$ cat src/rtl/apb_gpio_bank.sv
// APB3 GPIO bank: output register with set/clear aliases, synchronised inputs,
// per-bit rising-edge interrupt capture with enable mask, and programmable wait states.
module apb_gpio_bank #(
  parameter int GPIO_W      = 16,
  parameter int ADDR_W      = 8,
  parameter int WAIT_STATES = 0,
  parameter int SYNC_STAGES = 2
) (
  input  logic              PCLK,
  input  logic              PRESETn,
  input  logic [ADDR_W-1:0] PADDR,
  input  logic              PSEL,
  input  logic              PENABLE,
  input  logic              PWRITE,
  input  logic [31:0]       PWDATA,
  output logic [31:0]       PRDATA,
  output logic              PREADY,
  output logic              PSLVERR,
  output logic [GPIO_W-1:0] GPIO_OUT,
  input  logic [GPIO_W-1:0] GPIO_IN,
  output logic              IRQ
);

  localparam logic [2:0]  IDX_OUT   = 3'd0;
  localparam logic [2:0]  IDX_IN    = 3'd1;
  localparam logic [2:0]  IDX_SET   = 3'd2;
  localparam logic [2:0]  IDX_CLR   = 3'd3;
  localparam logic [2:0]  IDX_IEN   = 3'd4;
  localparam logic [2:0]  IDX_ISTAT = 3'd5;
  localparam logic [2:0]  IDX_ID    = 3'd6;
  localparam logic [3:0]  WAIT_LAST = 4'(WAIT_STATES);
  localparam logic [31:0] ID_VALUE  = 32'h4750_0000 | 32'(GPIO_W);

  logic [31:0]       addr_s;
  logic [2:0]        idx_s;
  logic              unmapped_s;
  logic              err_s;
  logic              access_s;
  logic              ready_s;
  logic              commit_s;
  logic [GPIO_W-1:0] wdata_s;
  logic [GPIO_W-1:0] sync_out_s;
  logic [GPIO_W-1:0] rise_s;
  logic [GPIO_W-1:0] clr_s;
  logic [31:0]       rdata_s;
  logic              unused_s;

  logic [GPIO_W-1:0] out_q, out_d;
  logic [GPIO_W-1:0] ien_q, ien_d;
  logic [GPIO_W-1:0] istat_q, istat_d;
  logic [GPIO_W-1:0] prev_q, prev_d;
  logic [3:0]        wcnt_q, wcnt_d;
  logic [SYNC_STAGES-1:0][GPIO_W-1:0] sync_q, sync_d;

  assign unused_s = ^{addr_s[1:0], PWDATA};

  // Address decode and transfer handshake; the error decision gates the commit.
  always_comb begin
    addr_s     = 32'(PADDR);
    idx_s      = addr_s[4:2];
    unmapped_s = (addr_s[31:5] != 27'd0) || (idx_s == 3'd7);
    err_s      = unmapped_s || (PWRITE && ((idx_s == IDX_IN) || (idx_s == IDX_ID)));
    access_s   = PSEL && PENABLE;
    ready_s    = access_s && (wcnt_q == WAIT_LAST);
    commit_s   = access_s && PWRITE && ready_s && !err_s;
    wdata_s    = PWDATA[GPIO_W-1:0];
    PREADY     = ready_s;
    PSLVERR    = ready_s && err_s;
  end

  always_comb begin
    if (access_s && !ready_s) begin
      wcnt_d = wcnt_q + 4'd1;
    end else begin
      wcnt_d = 4'd0;
    end
  end

  // Read mux; SET/CLR and unmapped offsets read as zero.
  always_comb begin
    case (idx_s)
      IDX_OUT:   rdata_s = 32'(out_q);
      IDX_IN:    rdata_s = 32'(sync_out_s);
      IDX_IEN:   rdata_s = 32'(ien_q);
      IDX_ISTAT: rdata_s = 32'(istat_q);
      IDX_ID:    rdata_s = ID_VALUE;
      default:   rdata_s = 32'd0;
    endcase
    if (access_s && !PWRITE && !unmapped_s) begin
      PRDATA = rdata_s;
    end else begin
      PRDATA = 32'd0;
    end
  end

  always_comb begin
    sync_d[0] = GPIO_IN;
    for (int i = 1; i < SYNC_STAGES; i++) begin
      sync_d[i] = sync_q[i-1];
    end
    sync_out_s = sync_q[SYNC_STAGES-1];
    prev_d     = sync_out_s;
    rise_s     = sync_out_s & ~prev_q;
  end

  // Register updates; a rise on the same edge as a W1C keeps the bit set.
  always_comb begin
    out_d = out_q;
    ien_d = ien_q;
    clr_s = '0;
    if (commit_s) begin
      case (idx_s)
        IDX_OUT:   out_d = wdata_s;
        IDX_SET:   out_d = out_q | wdata_s;
        IDX_CLR:   out_d = out_q & ~wdata_s;
        IDX_IEN:   ien_d = wdata_s;
        IDX_ISTAT: clr_s = wdata_s;
        default:   out_d = out_q;
      endcase
    end else begin
      clr_s = '0;
    end
    istat_d = (istat_q & ~clr_s) | rise_s;
  end

  always_ff @(posedge PCLK or negedge PRESETn) begin
    if (!PRESETn) begin
      out_q   <= '0;
      ien_q   <= '0;
      istat_q <= '0;
      prev_q  <= '0;
      wcnt_q  <= 4'd0;
      sync_q  <= '0;
    end else begin
      out_q   <= out_d;
      ien_q   <= ien_d;
      istat_q <= istat_d;
      prev_q  <= prev_d;
      wcnt_q  <= wcnt_d;
      sync_q  <= sync_d;
    end
  end

  assign GPIO_OUT = out_q;
  assign IRQ      = |(istat_q & ien_q);

endmodule

$ cat config.mk
export PLATFORM = sky130hd
export DESIGN_NAME = apb_gpio_bank
export DESIGN_NICKNAME = d
export VERILOG_FILES = /design/src/rtl/apb_gpio_bank.sv
export SDC_FILE = /design/constraint.sdc
export NUM_CORES = 1
export LEC_CHECK = 0
export BUFFER_PORTS_ARGS = -buffer_cell sky130_fd_sc_hd__buf_2
export CORE_MARGIN = 2
export CORE_UTILIZATION = 48
export CTS_CLUSTER_SIZE = 10
export DETAILED_ROUTE_END_ITERATION = 8
export PLACE_DENSITY = 0.76
export SLEW_MARGIN = 20
export SYNTH_ARGS = -nofsm -noshare
export SYNTH_HDL_FRONTEND = slang
export SYNTH_SLANG_ARGS = --single-unit
$ cat constraint.sdc
create_clock -name PCLK -period 1.8 [get_ports PCLK]
set_input_delay 0.09 -clock PCLK [delete_from_list [all_inputs] [get_ports PCLK]]
set_output_delay 0.09 -clock PCLK [all_outputs]
set_load 0.02 [all_outputs]
; ---- After elaboration in Yosys (flattened, before gate mapping)
; Cells that the tools add are included.
[totals]
register_bits = 100
[classes]
n_mux = 6
n_eq_ne = 7
bitwise_logic = 9
n_reduce_logical = 24
add_sub_neg = 1
[ops]
columns = cell, n
row1 = $pmux W31 S5, 1
row2 = $and A16 B16 Y16, 4
row3 = $not A16 Y16, 3
row4 = $pmux W16 S3, 1
row5 = $mux W16, 2
row6 = $mux W32, 1
row7 = $or A16 B16 Y16, 2
row8 = $reduce_or A16 Y1, 1
row9 = $eq A3 B3 Y1 const B, 4
row10 = $logic_and A1 B1 Y1, 10
row11 = $eq A3 B2 Y1 const B, 2
row12 = $reduce_bool A3 Y1, 2
row13 = $add A4 B1 Y4 const B, 1
row14 = $logic_not A1 Y1, 4
row15 = $logic_not A4 Y1, 1
row16 = $mux W4, 1
row17 = $reduce_and A2 Y1, 2
row18 = $eq A3 B1 Y1 const B, 1
row19 = $logic_not A3 Y1, 1
row20 = $logic_or A1 B1 Y1, 3

; ---- Depth between registers and ports, before layout
; Gate-level depths: netlist (run 1).
[logic_depth]
depth_word = 10
mapped_depth = 8

; ---- Least setup slack after synthesis (run 1)
; No wires, ideal clock.
[synth_path]
path_kind = flip-flop to flip-flop
from = register wcnt_q[0]
to = register ien_q[10]
setup_time_ns = 0.125
t_arrival_ns = 2.139
path_slack_ns = -0.463
synth_period_minus_slack_ns = 2.263
path_stages_with_launch = 8
n_path_buf = 1
cell_sequence = dfrtp_1 > inv_1 > ha_1 > or3b_4 > nor2_1 > nand3b_2 > buf_2 > mux2_2
[synth_via]
elab_chain_cells = 5
[synth_lines]
columns = element, line
row1 = from (decl), 52  ; logic [3:0] wcnt_q, wcnt_d;
row2 = from (signal assigned), 139  ; wcnt_q <= wcnt_d;
row3 = $logic_not A4 Y1, 64  ; ready_s = access_s && (wcnt_q == WAIT_LAST);
row4 = $logic_and A1 B1 Y1, 64
row5 = named net PREADY, 17  ; output logic PREADY,
row6 = $logic_and A1 B1 Y1 (2 in a row), 65  ; commit_s = access_s && PWRITE && ready_s && !err_s;
row7 = $reduce_and A2 Y1 (no source line), n/a
row8 = to (signal assigned), 136  ; ien_q <= ien_d;
row9 = to (decl), 49  ; logic [GPIO_W-1:0] ien_q, ien_d;
; The timed path passes the listed nets, and every way through them passes these cells.
; A chain may end at the register's enable or synchronous reset.

; ---- Worst setup path after layout (run 1)
[layout_path]
from = register wcnt_q[1]
to = register istat_q[1]
[layout_via]
elab_chain_cells = 8
[layout_lines]
columns = element, line
row1 = $logic_not A4 Y1, 64
row2 = $logic_and A1 B1 Y1, 64
row3 = $logic_and A1 B1 Y1 (2 in a row), 65
row4 = $mux W16, 111  ; if (commit_s) begin
row5 = $not A16 Y16, 123  ; istat_d = (istat_q & ~clr_s) | rise_s;
row6 = $and A16 B16 Y16, 123
row7 = $or A16 B16 Y16, 123
row8 = named net istat_d[1], 50  ; logic [GPIO_W-1:0] istat_q, istat_d;
row9 = to (signal assigned), 137  ; istat_q <= istat_d;
row10 = to (decl), 50
; The timed path passes the listed nets, and every way through them passes these cells.

==> flow_metrics.py, run 1 <==
metrics = {
    "sta": {
        "finalSetupViolCount": 48,
        "post-route-worst-setup-slack_ps": -175,
        "rsz0062_at_grt": "yes",
        "min_period_ps": 1970,
        "slew_headroom": 0.643,
        "worst_pin_slew_ps": 535,
        "drv_slew": 0,
        "tns_ps": -6170,
        "clock_skew_ps": 10.0,
        "fmax_mhz": 506,
        "finalHoldViolCount": 0,
        "fin_crit_sh": 1.10,
    },
    "setup_path": {
        "cp_data_arrival_time_ps": 2240,
        "cp-end-kind": "flip-flop",
        "required_ps": 2070,
        "worstSetupStartpointType": "flip-flop",
        "worstPathMaxFanout": 7,
        "criticalPathCategory": "reg -> reg",
    },
    "clocking": {
        "clock_sinks": 100,
        "cts-root-buf": "clkbuf_8",
        "clock_latency_ps": 370,
        "cts_buffers": 9,
        "cts_max_level": 3,
        "clk_path_buf_depth": 2,
        "clkSlewWorstSetupHoldPaths_ps": 110,
        "cts_tree": "done",
    },
    "layout": {
        "antenna_cells": 0,
        "nNetsFinal": 524,
        "area_delta_synth_final_pct": 28.9,
        "fin_cells": 574,
        "fin_area_um2": 5590,
        "drive_gt1_frac": 0.399,
    },
    "global_routing": {
        "grt_pass1_wl_mm": 16.1,
        "track_usage": 0.214,
        "grt_max_degree": 101,
        "grt.overflow.total": 0,
        "antenna_found_initial": 0,
        "grt_pass1_vias": 3199,
    },
    "synthesis": {
        "yosysSeqAreaShare": 0.577,
        "synth.most_common_cell": "dfrtp_1",
        "netlist_area_um2": 4340,
        "yosys-top-cells-area": "dfrtp_1 (58%), mux4_2 (7.8%), mux2_2 (4.2%)",
        "synth_top_area_cell": "dfrtp_1",
        "ys_ff_latch": 100,
        "synth_edf_count": 0,
        "synth.distinct_cells": 43,
        "async_flop_share": 1.00,
        "synthCells": 331,
        "avgSynthCellArea_um2": 13.1,
        "synth_top_cells_by_count": "dfrtp_1 (100), a22o_1 (20), inv_1 (19)",
        "synth_ff_type": "dfrtp_1",
        "ys.warnings.count": 0,
        "synth_top_area_frac": 0.577,
    },
    "detailed_routing": {
        "drtIter0Drc": 135,
        "wirelength_mm": 9.87,
        "antenna_left": 0,
        "num_vias": 3128,
        "routedWlPerCell_um": 17.2,
        "drc": 0,
        "drtPass1Iterations": 4,
        "routed_via_density": 5.45,
    },
    "place": {
        "placed_cells": 522,
        "gp_congestion": 0.953,
        "place_hpwl_mm": 6.71,
        "port-buffer-count": 83,
        "dpl_worst_slack_ps": -204,
        "placed_area_um2": 4960,
    },
    "pwr": {
        "swShare": 0.276,
        "worst_ir_drop_vdd_mv": 0.520,
        "seqPwrFrac": 0.552,
        "p_leak_nw": 2.77,
        "internal_power_mw": 3.16,
        "power.density_nw_per_um2": 781,
        "clkPwrFrac": 0.319,
        "p_comb_frac": 0.130,
        "switching_power_mw": 1.20,
    },
    "run": {
        "maxCapViolCount": 0,
    },
    "run_status": {
        "status": "finished with violations",
        "violations": "setup timing",
    },
    "floorplanning": {
        "die_h_um": 99.0,
        "coreArea_um2": 8720,
        "initial_core_util": 0.497,
        "die_w_um": 99.0,
        "io_pins": 112,
        "die_area_um2": 9810,
        "num_rows": 34,
    },
    "min_path": {
        "hold_path.class": "in -> reg",
    },
}
[what timing repair did]
| item | CTS | global route |
|---|---|---|
| setup endpoints to repair | 49 | 50 |
| hold buffers | 31 | 0 |
| cloned | 1 | 0 |
| pin swaps | 5 | 8 |
| endpoints found under the hold margin | 136 | 0 |
| buffers inserted | 4 | 0 |
| gates resized for setup | 21 | 8 |
[cell usage in the layout (no fill, tap or decap), types with 9 or more instances in the layout]
cell type        n
dfrtp_1        100
buf_2           80
dlygate4sd3_1   31
a22o_1          20
inv_1           19
nor2b_1         18
buf_4           18
nor2_1          16
mux2_2          16
mux4_2          15
a21o_1          14
nand2_2         11
conb_1          10
o31a_1           9
clkbuf_8         9
[flip-flops by register name (all words and copies together), names as in the netlist]
| register | flops |
|---|---|
| GPIO_OUT | 16 |
| ien_q | 16 |
| istat_q | 16 |
| prev_d | 16 |
| prev_q | 16 |
| sync_d | 16 |
| wcnt_q | 4 |
[critical path: stages (launching register included)]
cell and delay, ps:
dfrtp_1 390, inv_1 60, ha_2 170, or3b_4 420, buf_6 140, nor4_4 110, buf_4 190, buf_8 140
nand2_2 40, a22o_1 200
[area by class of cell]
class                      instances  area (µm²)
tap                              108         135
timing repair buffer             141        1020
clock buffer                       9         124
inverter                          19        71.3
sequential                       100        2500
multi-input combinational        190        1660
clock inverter                     7        67.6
fill                             672        3130
[path summary, 6_finish.rpt]
check / end / slack [ps] / from / depth (start not counted)
min in group asynchronous: sync_d[24]$_DFF_PN0_ / 280 / PRESETn / 3
setup / recovery: istat_q[1]$_DFF_PN0_ / -170 / wcnt_q[1]$_DFF_PN0_ / 9
hold reg to reg: prev_d[6]$_DFF_PN0_ / 350 / sync_d[22]$_DFF_PN0_ / 0
max in group asynchronous: wcnt_q[2]$_DFF_PN0_ / 1090 / PRESETn / 3
setup reg to reg: istat_q[1]$_DFF_PN0_ / -170 / wcnt_q[1]$_DFF_PN0_ / 9
hold / removal: ien_q[15]$_DFFE_PN0P_ / 30 / PWDATA[15] / 2
[cell families after synthesis]
logic type | synth area share
muxes | 0.124
DFF | 0.577
AOI/OAI and AO/OA | 0.115
adders and majority gates | 0.00577
and+or+nand+nor | 0.111
xor gates and xnor gates | 0.00202
buffers and inverters | 0.0641
other | 0.000865
[metal layers]
| metal | GRT usage | share of wire | vias to the layer above | wire [µm] |
|---|---|---|---|---|
| met3 | 0.0589 | 0.060 | 17 | 595 |
| li1 | - | - | 1419 | - |
| met5 | 0 | 0 | - | 0 |
| met2 | 0.350 | 0.50 | 105 | 4950 |
| met4 | 0.0622 | 0.016 | 0 | 158 |
| met1 | 0.281 | 0.42 | 1587 | 4170 |
[per-stage QoR]
step | utilization | hold WS [ps] | power (mW)
after floorplan | - | -206 | 2.73
after global placement | 0.568 | 188 | 2.93
after detailed placement | 0.568 | 195 | 2.95
after CTS | 0.638 | 11.3 | 4.41
after global routing | 0.641 | 20.3 | 4.55
final | 0.641 | 30.2 | 4.36
[power groups by stage]
stage / clock, mW / sequential, mW / combinational, mW
3_3_place_gp: 0 / 2.45 / 0.488
3_5_place_dp: 0 / 2.45 / 0.499
5_1_grt: 1.51 / 2.42 / 0.611
2_1_floorplan: 0 / 2.46 / 0.273
6_report: 1.39 / 2.41 / 0.565
4_1_cts: 1.43 / 2.41 / 0.565
No activity file was read; power rests on OpenSTA's default activity.
==> inputs of run 2 (changes only) <==
--- a/config.mk
+++ b/config.mk
@@ -6,12 +6,14 @@
 export NUM_CORES = 1
 export LEC_CHECK = 0
 export BUFFER_PORTS_ARGS = -buffer_cell sky130_fd_sc_hd__buf_2
+export CORE_ASPECT_RATIO = 0.5
 export CORE_MARGIN = 2
-export CORE_UTILIZATION = 48
+export CORE_UTILIZATION = 40
 export CTS_CLUSTER_SIZE = 10
 export DETAILED_ROUTE_END_ITERATION = 8
-export PLACE_DENSITY = 0.76
+export PLACE_DENSITY = 0.66
 export SLEW_MARGIN = 20
 export SYNTH_ARGS = -nofsm -noshare
 export SYNTH_HDL_FRONTEND = slang
 export SYNTH_SLANG_ARGS = --single-unit
+export TNS_END_PERCENT = 20
==> flow_metrics.py, run 2 (same netlist as run 1, synthesis figures left out) <==
metrics = {
    "sta": {
        "drv_slew": 0,
        "fmax_mhz": 500,
        "slew_headroom": 0.661,
        "finalHoldWorstSlack_ps": 10.1,
        "finalHoldViolCount": 0,
        "min_period_ps": 2000,
        "clock_skew_ps": 5.60,
        "worst_pin_slew_ps": 508,
        "finalSetupViolCount": 47,
        "post-route-worst-setup-slack_ps": -199,
        "fin_crit_sh": 1.11,
        "rsz0062_at_grt": "yes",
    },
    "clocking": {
        "cts_buffers": 9,
        "cts_max_level": 3,
        "clock_latency_ps": 350,
        "cts_tree": "done",
        "clkSlewWorstSetupHoldPaths_ps": 70,
        "clk_path_buf_depth": 2,
        "clock_sinks": 100,
        "cts-root-buf": "clkbuf_16",
    },
    "setup_path": {
        "criticalPathCategory": "reg -> reg",
        "worstPathMaxFanout": 14,
        "regToRegSetupSlack_ps": -200,
        "ff2ff_path_depth": 7,
        "r2r_end": "GPIO_OUT[10]$_DFFE_PN0P_",
        "cp-end-kind": "flip-flop",
        "critical_path_depth": 7,
        "worstSetupStartpointType": "flip-flop",
        "worstReg2RegStart": "wcnt_q[0]$_DFF_PN0_",
        "slowest_stage": "or4_4",
        "cpPeakStageDelay_ps": 540,
        "crit_buf_inv": 2,
        "cp_data_arrival_time_ps": 2290,
        "crit_family": "simple AND/OR/NAND/NOR gates",
        "crit_chain": "inv_1 > ha_2 > or3b_4 > or4_4 > nor2_4 > buf_12 > a21o_1",
        "required_ps": 2090,
    },
    "layout": {
        "fin_cells": 603,
        "area_delta_synth_final_pct": 30.0,
        "drive_gt1_frac": 0.378,
        "nNetsFinal": 522,
        "utilization": 0.543,
        "final_common_cell": "dfrtp_1",
        "fill_cells": 903,
        "antenna_cells": 0,
        "final_cell_mix": "dfrtp_1 (100), buf_2 (80), dlygate4sd3_1 (27), buf_4 (27), a22o_1 (20)",
    },
    "floorplanning": {
        "io_pins": 112,
        "die_area_um2": 11700,
        "die_w_um": 151,
        "num_rows": 26,
        "initial_core_util": 0.418,
        "die_h_um": 77.6,
        "coreArea_um2": 10400,
    },
    "min_path": {
        "whs_endpoint": "GPIO_OUT[8]$_DFFE_PN0P_",
        "hold_depth": 2,
        "min_from": "PWDATA[8]",
        "hold_path.class": "in -> reg",
    },
    "place": {
        "placed_cells": 560,
        "port-buffer-count": 83,
        "gp_congestion": 0.812,
        "place_hpwl_mm": 7.17,
    },
    "pwr": {
        "p_leak_nw": 2.79,
        "power.density_nw_per_um2": 876,
        "worst_ir_drop_vdd_mv": 0.480,
        "power.total_mw": 4.94,
    },
    "detailed_routing": {
        "wl_met1_mm": 4.87,
        "wirelength_mm": 10.1,
        "drtPass1Iterations": 4,
        "wl_met3_um": 592,
        "drtIter0Drc": 258,
        "routed.top_layer": "met4",
        "num_vias": 3044,
        "routedWlPerCell_um": 16.7,
        "routed-wl-met2_mm": 4.54,
        "routed_via_density": 5.05,
        "antenna_left": 0,
        "drc": 0,
    },
    "run": {
        "maxCapViolCount": 0,
    },
    "global_routing": {
        "grt.overflow.total": 0,
        "grt_pass1_vias": 3007,
        "track_usage": 0.182,
        "grt_pass1_wl_mm": 16.2,
        "grt_max_degree": 39,
        "antenna_found_initial": 0,
    },
    "run_status": {
        "status": "finished with violations",
        "violations": "setup timing",
    },
}
-- run 2: changes by cell type in the layout (fill, tap and decap cells not counted), moves of 2 or more --
cell	before	now
buf_4	18	27
buf_6	6	2
buf_8	2	0
clkbuf_16	0	9
clkbuf_8	9	2
dlygate4sd3_1	31	27
inv_6	3	0
nand2_1	6	17
nand2_2	11	0
-- run 2: worst reg2reg max path: stages (launching register included) --
cell,delay [ps]
dfrtp_1,380
inv_1,60
ha_2,160
or3b_4,420
or4_4,540
nor2_4,110
buf_12,140
a21o_1,120
-- run 2: repair_timing --
action,CTS,global route
endpoints found under the hold margin,60,0
pin swaps,2,2
gates resized for setup,5,4
endpoints found under the setup margin,49,51
buffers inserted,1,0
cloned,0,0
hold buffers,27,0
-- run 2: cell type report --
cell class	instances	area, µm²	area share
well taps	140	175	0.0311
clock inverters	4	48.8	0.00866
clock buffers	11	253	0.0448
multi-input cells	190	1630	0.289
inverters	19	71.3	0.0127
flip-flops and latches	100	2500	0.444
repair buffers	139	956	0.170
-- run 2: report_power, final --
part / leakage, nW / switching, mW / internal [mW]
clock network: 0.151 / 0.821 / 1.14
registers: 1.18 / 0.0623 / 2.35
logic: 1.45 / 0.291 / 0.274
total: 2.79 / 1.17 / 3.76
-- run 2: per-layer routing --
metal | up-vias | GRT usage
met1 | 1532 | 0.272
li1 | 1415 | -
met5 | - | 0
met2 | 88 | 0.267
met4 | 0 | 0.0533
met3 | 9 | 0.0394
-- run 2: per-stage QoR --
stage | cell area (µm²) | setup WS [ps] | TNS (ps)
after floorplan | 4400 | -192 | -5550
final | 5640 | -199 | -5250
after global routing | 5640 | -284 | -10130
after detailed placement | 5030 | -178 | -3900
after CTS | 5630 | -190 | -4830
after global placement | 5030 | -157 | -3810
-- run 2: how the worst max path moves through the flow --
stage | from | to | slack (ps)
3_3_place_gp | wcnt_q[0]$_DFF_PN0_ | GPIO_OUT[7]$_DFFE_PN0P_ | -160
4_1_cts | wcnt_q[1]$_DFF_PN0_ | GPIO_OUT[1]$_DFFE_PN0P_ | -190
5_1_grt | wcnt_q[1]$_DFF_PN0_ | GPIO_OUT[0]$_DFFE_PN0P_ | -280
2_1_floorplan | wcnt_q[0]$_DFF_PN0_ | GPIO_OUT[10]$_DFFE_PN0P_ | -190
6_report | wcnt_q[0]$_DFF_PN0_ | GPIO_OUT[10]$_DFFE_PN0P_ | -200
3_5_place_dp | wcnt_q[1]$_DFF_PN0_ | GPIO_OUT[14]$_DFFE_PN0P_ | -180
==> inputs of run 3 (changes only) <==
--- a/config.mk
+++ b/config.mk
@@ -8,10 +8,10 @@
 export BUFFER_PORTS_ARGS = -buffer_cell sky130_fd_sc_hd__buf_2
 export CORE_ASPECT_RATIO = 0.5
 export CORE_MARGIN = 2
-export CORE_UTILIZATION = 40
+export CORE_UTILIZATION = 23
 export CTS_CLUSTER_SIZE = 10
 export DETAILED_ROUTE_END_ITERATION = 8
-export PLACE_DENSITY = 0.66
+export PLACE_DENSITY = 0.39
 export SLEW_MARGIN = 20
 export SYNTH_ARGS = -nofsm -noshare
 export SYNTH_HDL_FRONTEND = slang
==> constraint.sdc (replaced) <==
create_clock -name PCLK -period 2.6 [get_ports PCLK]
set_input_delay 0.13 -clock PCLK [delete_from_list [all_inputs] [get_ports PCLK]]
set_output_delay 0.13 -clock PCLK [all_outputs]
set_load 0.02 [all_outputs]
==> flow_metrics.py, run 3 (same netlist as run 1, synthesis figures left out) <==
metrics = {
    "run_status": {
        "status": "complete, no violations",
    },
    "layout": {
        "fill_cells": 1908,
        "final_cell_mix": "dfrtp_1 (100), buf_2 (82), a22o_1 (20), inv_1 (19), nor2b_1 (18)",
        "antenna_cells": 0,
        "nNetsFinal": 494,
        "final_common_cell": "dfrtp_1",
        "area_delta_synth_final_pct": 26.0,
        "drive_gt1_frac": 0.344,
    },
    "setup_path": {
        "crit_family": "simple AND/OR/NAND/NOR gates",
        "worstReg2RegStart": "wcnt_q[2]$_DFF_PN0_",
        "cp_data_arrival_time_ps": 2420,
        "worstSetupStartpointType": "flip-flop",
        "slowest_stage": "or4_1",
        "required_ps": 2830,
        "crit_chain": "or4_1 > or2_1 > o31a_2 > a21o_1",
        "criticalPathCategory": "reg -> reg",
        "ff2ff_path_depth": 4,
        "regToRegSetupSlack_ps": 410,
        "r2r_end": "GPIO_OUT[4]$_DFFE_PN0P_",
        "crit_buf_inv": 0,
        "worstPathMaxFanout": 16,
        "cp-end-kind": "flip-flop",
        "cpPeakStageDelay_ps": 550,
    },
    "sta": {
        "rsz0062_at_grt": "no",
        "min_period_ps": 2190,
        "tns_ps": 0,
        "drv_slew": 0,
        "worst_pin_slew_ps": 762,
        "finalSetupViolCount": 0,
        "fin_crit_sh": 0.844,
        "clock_skew_ps": 8.77,
        "slew_headroom": 0.492,
        "finalHoldWorstSlack_ps": 38.6,
        "fmax_mhz": 456,
        "finalHoldViolCount": 0,
    },
    "floorplanning": {
        "die_area_um2": 20000,
        "io_pins": 112,
        "die_h_um": 101,
        "initial_core_util": 0.235,
        "num_rows": 35,
        "coreArea_um2": 18400,
        "die_w_um": 198,
    },
    "clocking": {
        "clock_latency_ps": 340,
        "cts_max_level": 3,
        "postCtsSetupRepairBufs": 0,
        "clkSlewWorstSetupHoldPaths_ps": 70,
        "cts_tree": "done",
        "clock_sinks": 100,
        "clk_path_buf_depth": 2,
        "cts_buffers": 9,
        "cts-root-buf": "clkbuf_16",
    },
    "global_routing": {
        "grt.overflow.total": 0,
        "grt_pass1_vias": 2964,
        "grt_max_degree": 44,
        "grt_pass1_wl_mm": 17.5,
        "antenna_found_initial": 0,
        "track_usage": 0.118,
    },
    "run": {
        "maxCapViolCount": 0,
    },
    "min_path": {
        "whs_endpoint": "GPIO_OUT[8]$_DFFE_PN0P_",
        "hold_path.class": "in -> reg",
        "min_from": "PWDATA[8]",
        "hold_depth": 2,
    },
    "detailed_routing": {
        "drtPass1Iterations": 4,
        "wirelength_mm": 11.2,
        "drc": 0,
        "routed_via_density": 4.12,
        "num_vias": 2861,
        "routedWlPerCell_um": 16.1,
        "antenna_left": 0,
        "drtIter0Drc": 178,
    },
    "pwr": {
        "power.total_mw": 3.29,
        "worst_ir_drop_vdd_mv": 0.333,
        "p_leak_nw": 2.61,
        "power.density_nw_per_um2": 602,
    },
    "place": {
        "gp_congestion": 0.712,
        "port-buffer-count": 83,
        "place_hpwl_mm": 7.54,
    },
}
==> run 3: power by group <==
group	switching, mW	internal (mW)	leakage [nW]	total (mW)
clock	0.584	0.682	0.129	1.27
combinational	0.191	0.165	1.30	0.356
sequential	0.0443	1.62	1.18	1.67
total	0.819	2.47	2.61	3.29
==> run 3: what timing repair did <==
item / CTS / global route
hold buffers: 17 / 0
endpoints found under the hold margin: 57 / 0
resized for setup: 0 / 0
setup endpoints to repair: 0 / 0
==> run 3: worst reg2reg max path: cells and delay by family, from the launching register on <==
family	cells	cell delay (ps)
AND/OR/NAND/NOR	2	1060
AO/OA/AOI/OAI	2	600
flip-flops	1	430
==> run 3: worst max-delay path by stage <==
stage	startpoint	endpoint	slack [ps]	depth (start not counted)
detailed placement	wcnt_q[2]$_DFF_PN0_	GPIO_OUT[4]$_DFFE_PN0P_	400	4
floorplan	wcnt_q[0]$_DFF_PN0_	ien_q[10]$_DFFE_PN0P_	340	7
CTS	wcnt_q[2]$_DFF_PN0_	GPIO_OUT[4]$_DFFE_PN0P_	390	4
finish	wcnt_q[2]$_DFF_PN0_	GPIO_OUT[4]$_DFFE_PN0P_	410	4
global route	wcnt_q[2]$_DFF_PN0_	GPIO_OUT[4]$_DFFE_PN0P_	280	4
global placement	wcnt_q[2]$_DFF_PN0_	GPIO_OUT[1]$_DFFE_PN0P_	380	4
==> run 3: layer usage <==
metal / share of wire / global-route usage / vias to the layer above / wire length, µm
met5: 0 / 0 / - / 0
met2: 0.47 / 0.188 / 39 / 5250
met3: 0.028 / 0.0278 / 7 / 311
met1: 0.49 / 0.162 / 1453 / 5510
li1: - / - / 1362 / -
met4: 0.0079 / 0.0278 / 0 / 88
==> run 3: area by class of cell <==
class / instances / area, µm² / area share
clock buffers: 12 / 246 / 0.0451
well taps: 259 / 324 / 0.0593
clock inverters: 4 / 32.5 / 0.00596
flip-flops and latches: 100 / 2500 / 0.458
inverters: 19 / 71.3 / 0.0131
multi-input cells: 190 / 1590 / 0.291
repair buffers: 111 / 696 / 0.127
==> run 3: per-stage QoR <==
step	instance area (µm²)	util	setup slack (ps)	std cells
after floorplan	4370	-	337	340
after global placement	5010	0.272	379	662
after detailed placement	5010	0.272	403	662
after CTS	5460	0.296	394	695
after global routing	5460	0.296	283	695
final	5460	0.296	405	695
